==> src/rtl/instruction_fetch_unit.sv <==
// Instruction fetch unit for a 5-stage RV32 pipeline.
// Owns the fetch PC and issues in-order, word-aligned requests to instruction
// memory. Returned instructions land in a small prefetch FIFO and are handed
// to decode together with their PC. Redirects flush the FIFO, retarget both PC
// counters and discard every response still in flight from the old path.
module instruction_fetch_unit #(
    parameter int              XLEN        = 32,
    parameter int              INSTR_WIDTH = 32,
    parameter logic [XLEN-1:0] RESET_PC    = '0,
    parameter int              FIFO_DEPTH  = 2
) (
    input  logic                   clk,
    input  logic                   rst,

    // Request channel to instruction memory
    output logic                   imem_req_valid,
    input  logic                   imem_req_ready,
    output logic [XLEN-1:0]        imem_req_addr,

    // In-order response channel from instruction memory
    input  logic                   imem_rsp_valid,
    input  logic [INSTR_WIDTH-1:0] imem_rsp_data,

    // Control-flow redirect from a later stage
    input  logic                   redirect_valid,
    input  logic [XLEN-1:0]        redirect_pc,

    // Decode interface
    input  logic                   id_stall,
    output logic                   if_valid,
    output logic [INSTR_WIDTH-1:0] if_instr,
    output logic [XLEN-1:0]        if_pc
);

    // Counter width holds 0..FIFO_DEPTH inclusive; pointer width indexes the FIFO.
    localparam int CW = $clog2(FIFO_DEPTH) + 1;
    localparam int PW = $clog2(FIFO_DEPTH);

    // Credit limit, one bit wider than the counters so the sum never wraps.
    localparam logic [CW:0] DEPTH_LIMIT = (CW+1)'(FIFO_DEPTH);

    // Architectural PC step for fixed 32-bit instructions.
    localparam logic [XLEN-1:0] PC_STEP = XLEN'(4);

    // ------------------------------------------------------------------
    // State
    // ------------------------------------------------------------------
    logic [XLEN-1:0]        fetch_pc;      // address of the next request
    logic [XLEN-1:0]        rsp_pc;        // PC of the next kept response
    logic [CW-1:0]          outstanding;   // accepted requests not yet answered
    logic [CW-1:0]          drop;          // responses still to be discarded

    logic [INSTR_WIDTH-1:0] instr_q [FIFO_DEPTH];
    logic [XLEN-1:0]        pc_q    [FIFO_DEPTH];
    logic [PW-1:0]          wr_ptr;
    logic [PW-1:0]          rd_ptr;
    logic [CW-1:0]          fifo_count;

    // ------------------------------------------------------------------
    // Handshake decode
    // ------------------------------------------------------------------
    logic                   credit_ok;
    logic                   req_fire;
    logic                   rsp_accept;
    logic                   push;
    logic                   pop;
    logic                   fifo_empty;
    logic [CW-1:0]          outstanding_nxt;
    logic [XLEN-1:0]        redirect_aligned;

    // Credit counts requests in flight plus buffered entries; a pop in the
    // same cycle does not free a slot, keeping the request path off the
    // decode stall path.
    assign credit_ok = ({1'b0, outstanding} + {1'b0, fifo_count}) < DEPTH_LIMIT;

    assign imem_req_valid = !rst && !redirect_valid && credit_ok;
    assign imem_req_addr  = fetch_pc;
    assign req_fire       = imem_req_valid && imem_req_ready;

    // A response with nothing outstanding is a protocol violation and is
    // ignored so the counters cannot underflow.
    assign rsp_accept = !rst && imem_rsp_valid && (outstanding != '0);

    // Responses are kept only when no discards are pending and the path is
    // not being redirected in this very cycle.
    assign push = rsp_accept && (drop == '0) && !redirect_valid;

    assign fifo_empty = (fifo_count == '0);
    assign pop        = !rst && !fifo_empty && !id_stall && !redirect_valid;

    assign outstanding_nxt  = outstanding + CW'(req_fire) - CW'(rsp_accept);
    assign redirect_aligned = {redirect_pc[XLEN-1:2], 2'b00};

    // ------------------------------------------------------------------
    // PC counters, outstanding tracker and drop counter
    // ------------------------------------------------------------------
    // Advance fetch/response PCs and track in-flight and to-be-dropped requests.
    always_ff @(posedge clk) begin
        // NOTE: sequential state uses non-blocking assignments so every
        // register samples the pre-edge values of the others.
        if (rst) begin
            fetch_pc    <= RESET_PC;
            rsp_pc      <= RESET_PC;
            outstanding <= '0;
            drop        <= '0;
        end else begin
            outstanding <= outstanding_nxt;
            if (redirect_valid) begin
                // Everything still in flight after this cycle belongs to the
                // abandoned path; repeated redirects simply re-capture it.
                fetch_pc <= redirect_aligned;
                rsp_pc   <= redirect_aligned;
                drop     <= outstanding_nxt;
            end else begin
                if (req_fire) begin
                    fetch_pc <= fetch_pc + PC_STEP;
                end
                if (push) begin
                    rsp_pc <= rsp_pc + PC_STEP;
                end
                if (rsp_accept && (drop != '0)) begin
                    drop <= drop - CW'(1);
                end
            end
        end
    end

    // ------------------------------------------------------------------
    // Prefetch FIFO
    // ------------------------------------------------------------------
    // Maintain FIFO pointers and occupancy; reset and redirect both empty it.
    always_ff @(posedge clk) begin
        if (rst || redirect_valid) begin
            wr_ptr     <= '0;
            rd_ptr     <= '0;
            fifo_count <= '0;
        end else begin
            if (push) begin
                wr_ptr <= wr_ptr + PW'(1);
            end
            if (pop) begin
                rd_ptr <= rd_ptr + PW'(1);
            end
            case ({push, pop})
                2'b10:   fifo_count <= fifo_count + CW'(1);
                2'b01:   fifo_count <= fifo_count - CW'(1);
                default: fifo_count <= fifo_count;
            endcase
        end
    end

    // Write the returned instruction and its PC into the tail slot.
    always_ff @(posedge clk) begin
        // NOTE: the storage array is deliberately not reset; occupancy is
        // tracked by fifo_count and empty slots are never presented.
        if (push) begin
            instr_q[wr_ptr] <= imem_rsp_data;
            pc_q[wr_ptr]    <= rsp_pc;
        end
    end

    // ------------------------------------------------------------------
    // Decode-side outputs
    // ------------------------------------------------------------------
    // Present the FIFO head to decode, zeroed whenever nothing is valid.
    always_comb begin
        // NOTE: every output gets a default first so no path can leave one
        // unassigned and infer a latch.
        if_valid = 1'b0;
        if_instr = '0;
        if_pc    = '0;
        if (!rst && !fifo_empty) begin
            if_valid = 1'b1;
            if_instr = instr_q[rd_ptr];
            if_pc    = pc_q[rd_ptr];
        end
    end

    // ------------------------------------------------------------------
    // Simulation check
    // ------------------------------------------------------------------
    // Flag a memory response that arrives with no request outstanding.
    always_ff @(posedge clk) begin
        if (!rst) begin
            assert (!(imem_rsp_valid && (outstanding == '0)));
        end
    end

endmodule

==> config.mk <==
export PLATFORM = sky130hd
export DESIGN_NAME = instruction_fetch_unit
export DESIGN_NICKNAME = d
export VERILOG_FILES = /design/src/rtl/instruction_fetch_unit.sv
export SDC_FILE = /design/constraint.sdc
export NUM_CORES = 1
export LEC_CHECK = 0
export CAP_MARGIN = 40
export CORE_MARGIN = 3
export CORE_UTILIZATION = 52
export DETAILED_ROUTE_END_ITERATION = 16
export PLACE_DENSITY = 0.89
export SKIP_LAST_GASP = 1
export SYNTH_ARGS = -nofsm -noshare
export SYNTH_HDL_FRONTEND = slang
export SYNTH_SLANG_ARGS = --single-unit
==> constraint.sdc <==
create_clock -name clk -period 5.2 [get_ports clk]
set_input_delay 0.78 -clock clk [delete_from_list [all_inputs] [get_ports clk]]
set_output_delay 0.78 -clock clk [all_outputs]
set_load 0.1 [all_outputs]
==> qor.csv, run 1 <==
stage;metric;value;unit
cts;postCtsSetupBuffers;0;
placement;dp.final_hpwl;13.0;mm
timing;setup_viol;0;
grt;pin_count_of_the_biggest_net_entering_global_routing;72;
route;detail_route.wl_per_cell;16.9;µm
floorplanning;fp.dieW;134;µm
floorplanning;start_util;53.6;%
route;drt_drc_violations_left;0;
floorplanning;die_area;18100;µm²
timing;hold_violation_count_in_the_final_report;0;
timing;layout_min_cycle_time;3.41;ns
logic_synthesis;synth.ff_latch_count;193;
timing;worst_slack;1.79;ns
logic_synthesis;post_synth_inst_count;732;
grt;number_of_antenna_violations_at_the_first_check_in_global_routing;0;
cts;number_of_buffers_added_by_the_clock_tree_synthesis_step;17;
layout;area_delta_synth_final;31.8;%
logic_synthesis;fraction_of_synthesized_cell_area_taken_by_the_top_area_cell_type;43.4;%
layout;antenna_cells;0;
placement;portBuffers;161;
power_and_ir_drop;vdd_ir_drop_max;261;µV
timing;setup_repair_after_global_routing_missed_its_margin;no;
floorplanning;floorplan.rows;46;
route;via_count;6251;
timing;max_freq;294;MHz
logic_synthesis;synth_area_leader_cell;sky130_fd_sc_hd__edfxtp_1;
timing;timing.final.max_slew_violations;0;
logic_synthesis;postSynth.topFlopCell;sky130_fd_sc_hd__edfxtp_1;
layout;design.final.nets;990;
cts;post_cts_resize_count;0;
logic_synthesis;synth_edf_count;124;
timing;skew;0.0116;ns
floorplanning;ios;168;
grt;grt_util_met2;33.9;%
critical_path;timing.critical_path.fanout_max;63;
critical_path;critical_path_class;in -> out;
grt;globalRouteTotalUtil;21.7;%
grt;globalRouteMet1Util;29.9;%
cts;clock_sinks;193;
route;avgViaCountPerCell;5.47;
cts;cts_tree;done;
logic_synthesis;share_of_synthesized_area_occupied_by_flip_flops_and_latches;59.6;%
grt;first_global_vias;5973;
min_path;timing.hold.worst_path_depth;0;
route;dr.pass1.iters;5;
min_path;timing.hold.worst.class;reg -> reg;
power_and_ir_drop;power.leakage;3.93;nW
critical_path;worstSetupStartpointType;primary input;
cts;clk_path_buf_depth;2;
cts;cts_hold_buf;0;
grt;grt.met3_usage;5.33;%
placement;place_congestion;0.854;
logic_synthesis;synth-async-reset-ratio;0;%
timing;timing_worst_slew_pin_value;0.830;ns
grt;grt_busiest_layer;met2;
grt;grt_first_pass_wirelength;31.0;mm
job;maxCapViolCount;0;
route;drt_wl_total;19.3;mm
logic_synthesis;yosysWarningCount;0;
cts;clock-root-buffer;sky130_fd_sc_hd__clkbuf_16;
placement;placement.setup.worst_slack;1.65;ns
floorplanning;die_h;134;µm
cts;clock_latency;0.42;ns
timing;finalSetupTns;0;ns
timing;final.period_utilization;65.5;%
critical_path;critical_path_required;4.42;ns
cts;cts_max_level;4;
route;drt_first_iter_violations;408;
critical_path;crit_end_category;primary output;
logic_synthesis;postSynthAreaPerCell;11.7;µm²
cts;clock_pin_slew_on_the_worst_setup_and_hold_paths;0.06;ns
critical_path;worst_ep_arrival_time;2.63;ns
logic_synthesis;post_synth_main_area_contributors;sky130_fd_sc_hd__edfxtp_1, sky130_fd_sc_hd__dfxtp_1, sky130_fd_sc_hd__mux2i_1;
power_and_ir_drop;p_per_area;297;nW/µm²
logic_synthesis;post_synth_instance_area;8570;µm²
timing;timing.max_slew.rel_slack;44.7;%
logic_synthesis;synth.lib_cells_used.distinct;52;
floorplanning;area_of_the_core;16000;µm²
critical_path;timing.reg2reg.worst_path_depth;14;
layout;fraction_of_layout_instances_using_a_drive_strength_above_1;16.4;%
grt;global_route.overflow_total;0;
outcome;run_status;complete, no violations;
route;drt.antenna.violating_nets;0;
cells in the mapped netlist, types with 10 or more instances:
| master | instances |
|---|---|
| sky130_fd_sc_hd__edfxtp_1 | 124 |
| sky130_fd_sc_hd__nor2_1 | 84 |
| sky130_fd_sc_hd__dfxtp_1 | 69 |
| sky130_fd_sc_hd__mux2i_1 | 63 |
| sky130_fd_sc_hd__xnor2_1 | 45 |
| sky130_fd_sc_hd__a21oi_1 | 34 |
| sky130_fd_sc_hd__nand2_1 | 33 |
| sky130_fd_sc_hd__clkbuf_1 | 30 |
| sky130_fd_sc_hd__inv_1 | 30 |
| sky130_fd_sc_hd__a21boi_1 | 28 |
| sky130_fd_sc_hd__nor4_1 | 17 |
| sky130_fd_sc_hd__xor2_1 | 15 |
| sky130_fd_sc_hd__nand3_1 | 14 |
| sky130_fd_sc_hd__and3_1 | 13 |
| sky130_fd_sc_hd__nand4_1 | 13 |
| sky130_fd_sc_hd__o22ai_1 | 11 |
| sky130_fd_sc_hd__nor3_1 | 10 |
report_power, final:
group	internal [mW]	switching, mW
combinational	0.184	0.264
clock	0.649	0.530
sequential	1.68	0.0539
sequential cells by signal, summed over array words and instances (netlist names), 2 cells and up, named ones only:
register,flops
fifo_count,2
drop,2
outstanding,2
rsp_pc,30
imem_req_addr,30
instr_q,64
pc_q,60
final cells by class:
class / instances / area, µm²
clock inverter: 9 / 60.1
inverter: 31 / 116
clock buffer: 23 / 478
fill: 1084 / 4700
tap: 216 / 270
timing repair buffer: 202 / 2080
sequential: 193 / 5110
multi-input combinational: 468 / 3180
worst max-delay path: stages:
cell and delay [ns]:
sky130_fd_sc_hd__clkdlybuf4s50_1 0.58, sky130_fd_sc_hd__or2_2 0.37, sky130_fd_sc_hd__buf_4 0.31, sky130_fd_sc_hd__nor2_1 0.21, sky130_fd_sc_hd__buf_4 0.31
cell families after synthesis:
family	after synthesis	synth area share, %
simple gates	229	14.4
flops	193	59.6
compound gates	105	7.87
buf+inv	74	3.55
mux	63	7.36
xor+xnor	60	6.13
fa+ha+maj	7	1.11
other cells	1	0.0437
stage by stage:
step	util [%]	hold slack, ns	instances	total power, mW	area, µm²
6_report	70.6	0.512	1142	3.36	11300
5_1_grt	70.6	0.530	1142	3.47	11300
4_1_cts	70.6	0.512	1142	3.38	11300
3_5_place_dp	67.2	0.495	1110	2.20	10800
3_3_place_gp	63.8	0.479	1079	2.13	10200
2_1_floorplan	-	0.449	735	2.01	8580
path summary, 6_finish.rpt:
check                                   from                    end  slack [ns]
hold reg to reg      rsp_pc[27]$_SDFFE_PP0P_  pc_q[1][27]$_DFFE_PP_        0.51
setup reg to reg  fifo_count[0]$_SDFFE_PP0P_   drop[1]$_SDFFE_PP0P_        2.27
hold / removal       rsp_pc[27]$_SDFFE_PP0P_  pc_q[1][27]$_DFFE_PP_        0.51
setup / recovery                         rst               if_pc[8]        1.79
per-layer routing:
layer / wire (µm) / vias to the layer above
met2: 9000 / 260
met5: 0 / -
met3: 1570 / 24
li1: - / 3002
met1: 8310 / 2965
met4: 407 / 0
cells in the final DEF (no fill, tap or decap), types with 24 or more instances in the layout:
master,instances
sky130_fd_sc_hd__inv_1,30
sky130_fd_sc_hd__clkdlybuf4s50_1,97
sky130_fd_sc_hd__a21boi_1,28
sky130_fd_sc_hd__a21oi_1,34
sky130_fd_sc_hd__dfxtp_1,68
sky130_fd_sc_hd__nor2_1,83
sky130_fd_sc_hd__xnor2_1,45
sky130_fd_sc_hd__edfxtp_1,124
sky130_fd_sc_hd__nand2_1,33
sky130_fd_sc_hd__mux2i_1,63
sky130_fd_sc_hd__buf_8,24
sky130_fd_sc_hd__buf_4,74
(Power assumes the default switching activity.)
==> inputs of run 2 (changes only) <==
==> constraint.sdc (replaced) <==
create_clock -name clk -period 3.4 [get_ports clk]
set_input_delay 0.51 -clock clk [delete_from_list [all_inputs] [get_ports clk]]
set_output_delay 0.51 -clock clk [all_outputs]
set_load 0.1 [all_outputs]
==> qor.csv, run 2 (synthesis gave the netlist of run 1 again) <==
stage;metric;value;unit;change
outcome;run_status;complete, no violations;;
critical_path;regToRegStartpoint;fifo_count[0]$_SDFFE_PP0P_;;
critical_path;critPathMaxStageDelay;0.61;ns;+0.03 ns
job;maxCapViolCount;0;;unchanged
timing;skew;0.00712;ns;-0.00445 ns
cts;post_cts_resize_count;0;;unchanged
cts;clock-root-buffer;sky130_fd_sc_hd__clkbuf_16;;
power_and_ir_drop;cell_internal_pwr;3.95;mW;+57%
route;drt_first_iter_violations;475;;+16%
critical_path;critical_path_required;2.89;ns;-1.53 ns
route;drt_drc_violations_left;0;;unchanged
floorplanning;die_area;18100;µm²;unchanged
critical_path;timing.critical_path.fanout_max;33;;-48%
grt;pin_count_of_the_biggest_net_entering_global_routing;66;;-8.3%
layout;antenna_cells;0;;unchanged
route;drt_wl_total;20.5;mm;+6.5%
timing;finalSetupTns;0;ns;unchanged
power_and_ir_drop;netSwitchingFraction;25.6;%;+0.30 points
min_path;min-delay-start;rsp_pc[30]$_SDFFE_PP0P_;;
cts;clock_latency;0.43;ns;about the same
grt;global_route.overflow_total;0;;unchanged
cts;cts_hold_buf;0;;unchanged
timing;final.period_utilization;84.6;%;
floorplanning;ios;168;;unchanged
route;avgViaCountPerCell;5.54;;+1.2%
timing;max_freq;348;MHz;
floorplanning;start_util;53.6;%;unchanged
timing;setup_repair_after_global_routing_missed_its_margin;no;;
critical_path;worstSetupStartpointType;primary input;;
grt;first_global_vias;6270;;+5.0%
layout;regMostFlops;instr_q;;
critical_path;timing.reg2reg.worst_path_depth;8;;-6
critical_path;worst_ep_arrival_time;2.37;ns;-0.26 ns
route;dr.pass1.iters;4;;-1
timing;timing_worst_slew_pin_value;0.688;ns;-0.142 ns
layout;mostFrequentLayoutCells;sky130_fd_sc_hd__edfxtp_1, sky130_fd_sc_hd__clkdlybuf4s50_1, sky130_fd_sc_hd__nor2_1, sky130_fd_sc_hd__dfxtp_1, sky130_fd_sc_hd__buf_12;;
timing;setup_viol;0;;unchanged
critical_path;crit_start;rst;;
timing;hold_violation_count_in_the_final_report;0;;unchanged
placement;place_congestion;0.895;;+4.8%
min_path;timing.hold.worst.class;reg -> reg;;
cts;cts_tree;done;;
layout;max_ffs_per_register;64;;unchanged
layout;finish.cell_count_without_fillers;1141;;-0.088%
min_path;timing.hold.worst_path_depth;0;;unchanged
floorplanning;fp.dieW;134;µm;unchanged
power_and_ir_drop;pwr-share-clk;37.2;%;+2.1 points
critical_path;cpMaxStageDelayCell;sky130_fd_sc_hd__or2_2;;
grt;grt_util_met2;38.4;%;+4.5 points
grt;grt_first_pass_wirelength;32.8;mm;+5.9%
route;via_count;6322;;+1.1%
critical_path;timing.critical_path.buf_inv;3;;unchanged
placement;dp.final_hpwl;14.2;mm;+9.2%
power_and_ir_drop;vdd_ir_drop_max;399;µV;+53%
placement;portBuffers;161;;unchanged
critical_path;cp.depth;5;;unchanged
floorplanning;area_of_the_core;16000;µm²;unchanged
timing;layout_min_cycle_time;2.88;ns;
cts;cts_max_level;4;;unchanged
critical_path;crit_family;buffers and inverters;;
grt;globalRouteMet1Util;29.6;%;-0.29 points
timing;timing.max_slew.rel_slack;54.1;%;+9.5 points
cts;clk_path_buf_depth;2;;unchanged
power_and_ir_drop;total_power;5.30;mW;+58%
power_and_ir_drop;power.share.combinational;12.9;%;-0.4 points
cts;clock_pin_slew_on_the_worst_setup_and_hold_paths;0.06;ns;about the same
route;detail_route.wl_per_cell;18.0;µm;+6.6%
critical_path;critical_path_class;in -> out;;
placement;dp.cells;1109;;-0.090%
route;drt.antenna.violating_nets;0;;unchanged
layout;most_common_cell_after_layout_fill_and_taps_aside;sky130_fd_sc_hd__edfxtp_1;;
critical_path;crit_chain;clkdlybuf4s50_1, or2_2, buf_16, nor2_1, buf_12;;
cts;postCtsSetupBuffers;0;;unchanged
power_and_ir_drop;power.switching;1.36;mW;+60%
layout;layout_top_registers;instr_q: 64 flops, pc_q: 60 flops;;
layout;fraction_of_layout_instances_using_a_drive_strength_above_1;16.9;%;+0.45 points
grt;globalRouteTotalUtil;23.0;%;+1.3 points
grt;number_of_antenna_violations_at_the_first_check_in_global_routing;0;;unchanged
cts;clock_sinks;193;;unchanged
timing;hold_slack;0.513;ns;+0.000999 ns
critical_path;crit_end_category;primary output;;
power_and_ir_drop;power.leakage;4.11;nW;+4.7%
cts;number_of_buffers_added_by_the_clock_tree_synthesis_step;17;;unchanged
layout;design.final.nets;989;;-0.10%
timing;timing.final.max_slew_violations;0;;unchanged
grt;grt_busiest_layer;met2;;
grt;grt.met3_usage;5.48;%;+0.15 points
power_and_ir_drop;p_seq_share;49.9;%;-1.6 points
power_and_ir_drop;p_per_area;438;nW/µm²;+47%
floorplanning;floorplan.rows;46;;unchanged
layout;area_delta_synth_final;41.4;%;
floorplanning;die_h;134;µm;unchanged
[run 2: changes by cell type in the layout (fill, tap and decap cells not counted), sizes merged]
| cell | delta |
|---|---|
| clkbuf | -4 |
| inv | +5 |
| clkinv | -3 |
| clkdlybuf4s50 | -2 |
| clkinvlp | +1 |
| buf | +1 |
| bufinv | +1 |
[run 2: power by group through the flow]
stage,Combinational (mW),Sequential [mW],Clock [mW]
6_report,0.685,2.65,1.97
3_5_place_dp,0.678,2.69,0
5_1_grt,0.720,2.65,2.10
4_1_cts,0.684,2.64,2.01
3_3_place_gp,0.583,2.69,0
2_1_floorplan,0.227,2.85,0
[run 2: per-layer routing]
layer	vias up	share of wire (%)
met5	-	0
met4	0	1.9
met3	34	7.7
met2	306	49
met1	2984	41
li1	2998	-
[run 2: area by class of cell]
cell class                      instances  area (µm²)
Sequential cell                       193        5110
Fill cell                             971        3880
Multi-Input combinational cell        468        3190
Timing Repair Buffer                  201        2840
Clock buffer                           19         475
Tap cell                              216         270
Clock inverter                         13         120
Inverter                               31         116
[run 2: stage by stage]
stage,instance area [µm²],util (%),setup slack [ns]
6_report,12100,75.7,0.524
5_1_grt,12100,75.7,0.441
4_1_cts,12100,75.7,0.514
3_5_place_dp,11500,72.0,0.505
3_3_place_gp,11100,69.1,0.351
2_1_floorplan,8600,-,0.0978
[run 2: path summary, 6_finish.rpt]
path                                                        to  slack [ns]
worst max register to register  imem_req_addr[13]$_SDFFE_PP0P_        0.74
worst min register to register           pc_q[0][30]$_DFFE_PP_        0.51
worst min-delay path                     pc_q[0][30]$_DFFE_PP_        0.51
worst max-delay path                               if_instr[4]        0.52
==> inputs of run 3 (changes only) <==
==> constraint.sdc (replaced) <==
create_clock -name clk -period 2.8 [get_ports clk]
set_input_delay 0.42 -clock clk [delete_from_list [all_inputs] [get_ports clk]]
set_output_delay 0.42 -clock clk [all_outputs]
set_load 0.1 [all_outputs]
==> qor.csv, run 3 (synthesis gave the netlist of run 1 again) <==
stage;metric;value;unit;change
layout;layout_top_registers;instr_q: 64 flops, pc_q: 60 flops;;
power_and_ir_drop;power.share.combinational;11.5;%;-1.4 points
route;drt.antenna.violating_nets;0;;unchanged
critical_path;cpMaxStageDelayCell;sky130_fd_sc_hd__fa_1;;
critical_path;critical_path_required;3.09;ns;+0.20 ns
layout;finish.cell_count_without_fillers;1115;;-2.3%
route;m1WireLength;8.33;mm;-1.8%
cts;clock-root-buffer;sky130_fd_sc_hd__clkbuf_16;;
cts;clock_latency;0.42;ns;about the same
power_and_ir_drop;p_seq_share;51.0;%;+1.1 points
cts;clk_path_buf_depth;2;;unchanged
route;wl_met2;9.56;mm;-5.2%
placement;dp.final_hpwl;13.6;mm;-4.6%
layout;antenna_cells;0;;unchanged
grt;pin_count_of_the_biggest_net_entering_global_routing;63;;-4.5%
timing;layout_min_cycle_time;2.63;ns;
power_and_ir_drop;netSwitchingFraction;24.9;%;-0.61 points
route;detail_route.wl_per_cell;17.7;µm;-1.7%
cts;postCtsSetupBuffers;0;;unchanged
cts;cts_max_level;4;;unchanged
layout;max_ffs_per_register;64;;unchanged
placement;dp.cells;1083;;-2.3%
layout;design.final.nets;963;;-2.6%
power_and_ir_drop;cell_internal_pwr;4.73;mW;+20%
critical_path;critPathMaxStageDelay;0.53;ns;-0.08 ns
critical_path;timing.critical_path.buf_inv;1;;-2
layout;utilization;72.8;%;-2.9 points
placement;place_congestion;0.894;;-0.12%
floorplanning;fp.dieW;134;µm;unchanged
cts;clock_sinks;193;;unchanged
grt;global_route.overflow_total;0;;unchanged
route;dr.pass1.iters;5;;+1
timing;hold_slack;0.504;ns;-0.00876 ns
timing;max_freq;381;MHz;
floorplanning;die_area;18100;µm²;unchanged
critical_path;worstSetupStartpointType;register;;
grt;globalRouteTotalUtil;21.9;%;-1.1 points
critical_path;crit_end_category;register;;
critical_path;timing.critical_path.fanout_max;9;;-73%
cts;clock_pin_slew_on_the_worst_setup_and_hold_paths;0.07;ns;about the same
power_and_ir_drop;vdd_ir_drop_max;451;µV;+13%
grt;number_of_antenna_violations_at_the_first_check_in_global_routing;0;;unchanged
power_and_ir_drop;total_power;6.30;mW;+19%
grt;first_global_vias;6033;;-3.8%
placement;portBuffers;161;;unchanged
layout;area_delta_synth_final;36.0;%;
placement;placement.setup.worst_slack;0.147;ns;-0.358 ns
timing;skew;0.00893;ns;+0.00181 ns
outcome;run_status;complete, no violations;;
floorplanning;ios;168;;unchanged
power_and_ir_drop;pwr-share-clk;37.5;%;+0.3 points
job;maxCapViolCount;0;;unchanged
route;drt_drc_violations_left;0;;unchanged
power_and_ir_drop;power.switching;1.57;mW;+16%
floorplanning;floorplan.rows;46;;unchanged
floorplanning;die_h;134;µm;unchanged
power_and_ir_drop;p_per_area;541;nW/µm²;+24%
timing;timing.max_slew.rel_slack;53.0;%;-1.1 points
floorplanning;area_of_the_core;16000;µm²;unchanged
floorplanning;start_util;53.6;%;unchanged
route;dr_wl_met3;1.63;mm;+3.2%
route;avgViaCountPerCell;5.63;;+1.5%
critical_path;crit_family;simple AND/OR/NAND/NOR gates;;
layout;final.fill_count;1056;;+8.8%
layout;mostFrequentLayoutCells;sky130_fd_sc_hd__edfxtp_1, sky130_fd_sc_hd__buf_12, sky130_fd_sc_hd__dfxtp_1, sky130_fd_sc_hd__clkdlybuf4s50_1, sky130_fd_sc_hd__nor2_1;;
layout;regMostFlops;instr_q;;
route;drt_wl_total;19.7;mm;-3.9%
timing;timing.final.max_slew_violations;0;;unchanged
layout;most_common_cell_after_layout_fill_and_taps_aside;sky130_fd_sc_hd__edfxtp_1;;
timing;setup_repair_after_global_routing_missed_its_margin;no;;
layout;fraction_of_layout_instances_using_a_drive_strength_above_1;19.8;%;+2.9 points
route;top_layer_used;met4;;
timing;final.period_utilization;93.8;%;
timing;timing_worst_slew_pin_value;0.705;ns;+0.0161 ns
cts;number_of_buffers_added_by_the_clock_tree_synthesis_step;17;;unchanged
route;drt_first_iter_violations;474;;-0.21%
critical_path;worst_ep_arrival_time;2.92;ns;+0.55 ns
timing;setup_viol;0;;unchanged
route;via_count;6272;;-0.79%
cts;cts_tree;done;;
grt;grt_first_pass_wirelength;31.4;mm;-4.1%
timing;hold_violation_count_in_the_final_report;0;;unchanged
timing;worst_slack;0.173;ns;-0.350 ns
critical_path;critical_path_class;reg -> reg;;
critical_path;crit_chain;and2_1, fa_1, nor3b_4, buf_4, nand4_1, nor4b_1, xnor2_1, a21boi_1;;
min_path;timing.hold.worst.class;reg -> reg;;
power_and_ir_drop;power.leakage;3.95;nW;-3.9%
## run 3: cell types whose count changed in the layout (fill, tap and decap cells not counted), moves of 2 or more
| cell | previous run | this run |
|---|---|---|
| sky130_fd_sc_hd__buf_4 | 10 | 40 |
| sky130_fd_sc_hd__clkdlybuf4s50_1 | 95 | 67 |
| sky130_fd_sc_hd__buf_8 | 26 | 0 |
| sky130_fd_sc_hd__nor2_1 | 83 | 64 |
| sky130_fd_sc_hd__nor2_2 | 0 | 19 |
| sky130_fd_sc_hd__clkinv_2 | 2 | 6 |
| sky130_fd_sc_hd__inv_6 | 6 | 2 |
| sky130_fd_sc_hd__buf_16 | 3 | 0 |
| sky130_fd_sc_hd__clkinvlp_4 | 2 | 0 |
## run 3: area by class of cell
class	count	area [µm²]	share of cell area, %
clock buffer	19	454	3.90
tap	216	270	2.32
timing repair buffer	175	2330	20.0
multi-input combinational	468	3240	27.8
sequential	193	5110	43.8
inverter	31	116	0.998
clock inverter	13	131	1.13
## run 3: timing repair
item	4_1_cts	5_1_grt
resized for setup	0	1
hold buffers	0	0
endpoints found under the setup margin	0	2
hold endpoints to repair	0	0
## run 3: metal layers
layer | vias up | global-route usage (%)
met4 | 0 | 6.22
met5 | - | 0
li1 | 2947 | -
met3 | 21 | 4.05
met1 | 2961 | 30.5
met2 | 343 | 35.4
## run 3: path summary, 6_finish.rpt
kind,startpoint,end,slack (ns),depth (start not counted)
min reg2reg,rsp_pc[29]$_SDFFE_PP0P_,pc_q[1][29]$_DFFE_PP_,0.50,0
max,outstanding[0]$_SDFF_PP0_,imem_req_addr[13]$_SDFFE_PP0P_,0.17,8
max reg2reg,outstanding[0]$_SDFF_PP0_,imem_req_addr[13]$_SDFFE_PP0P_,0.17,8
min,rsp_pc[29]$_SDFFE_PP0P_,pc_q[1][29]$_DFFE_PP_,0.50,0
## run 3: per-stage QoR
step	cell area [µm²]	TNS, ns
floorplan	8650	-1.62
global placement	11100	0
detailed placement	11100	0
CTS	11700	0
global route	11700	0
finish	11700	0
## run 3: power by group through the flow
stage,registers (mW),clock network [mW],logic (mW)
after floorplan,3.46,0,0.278
after global placement,3.26,0,0.703
after detailed placement,3.27,0,0.718
after CTS,3.21,2.41,0.724
after global routing,3.22,2.52,0.767
final,3.21,2.36,0.725
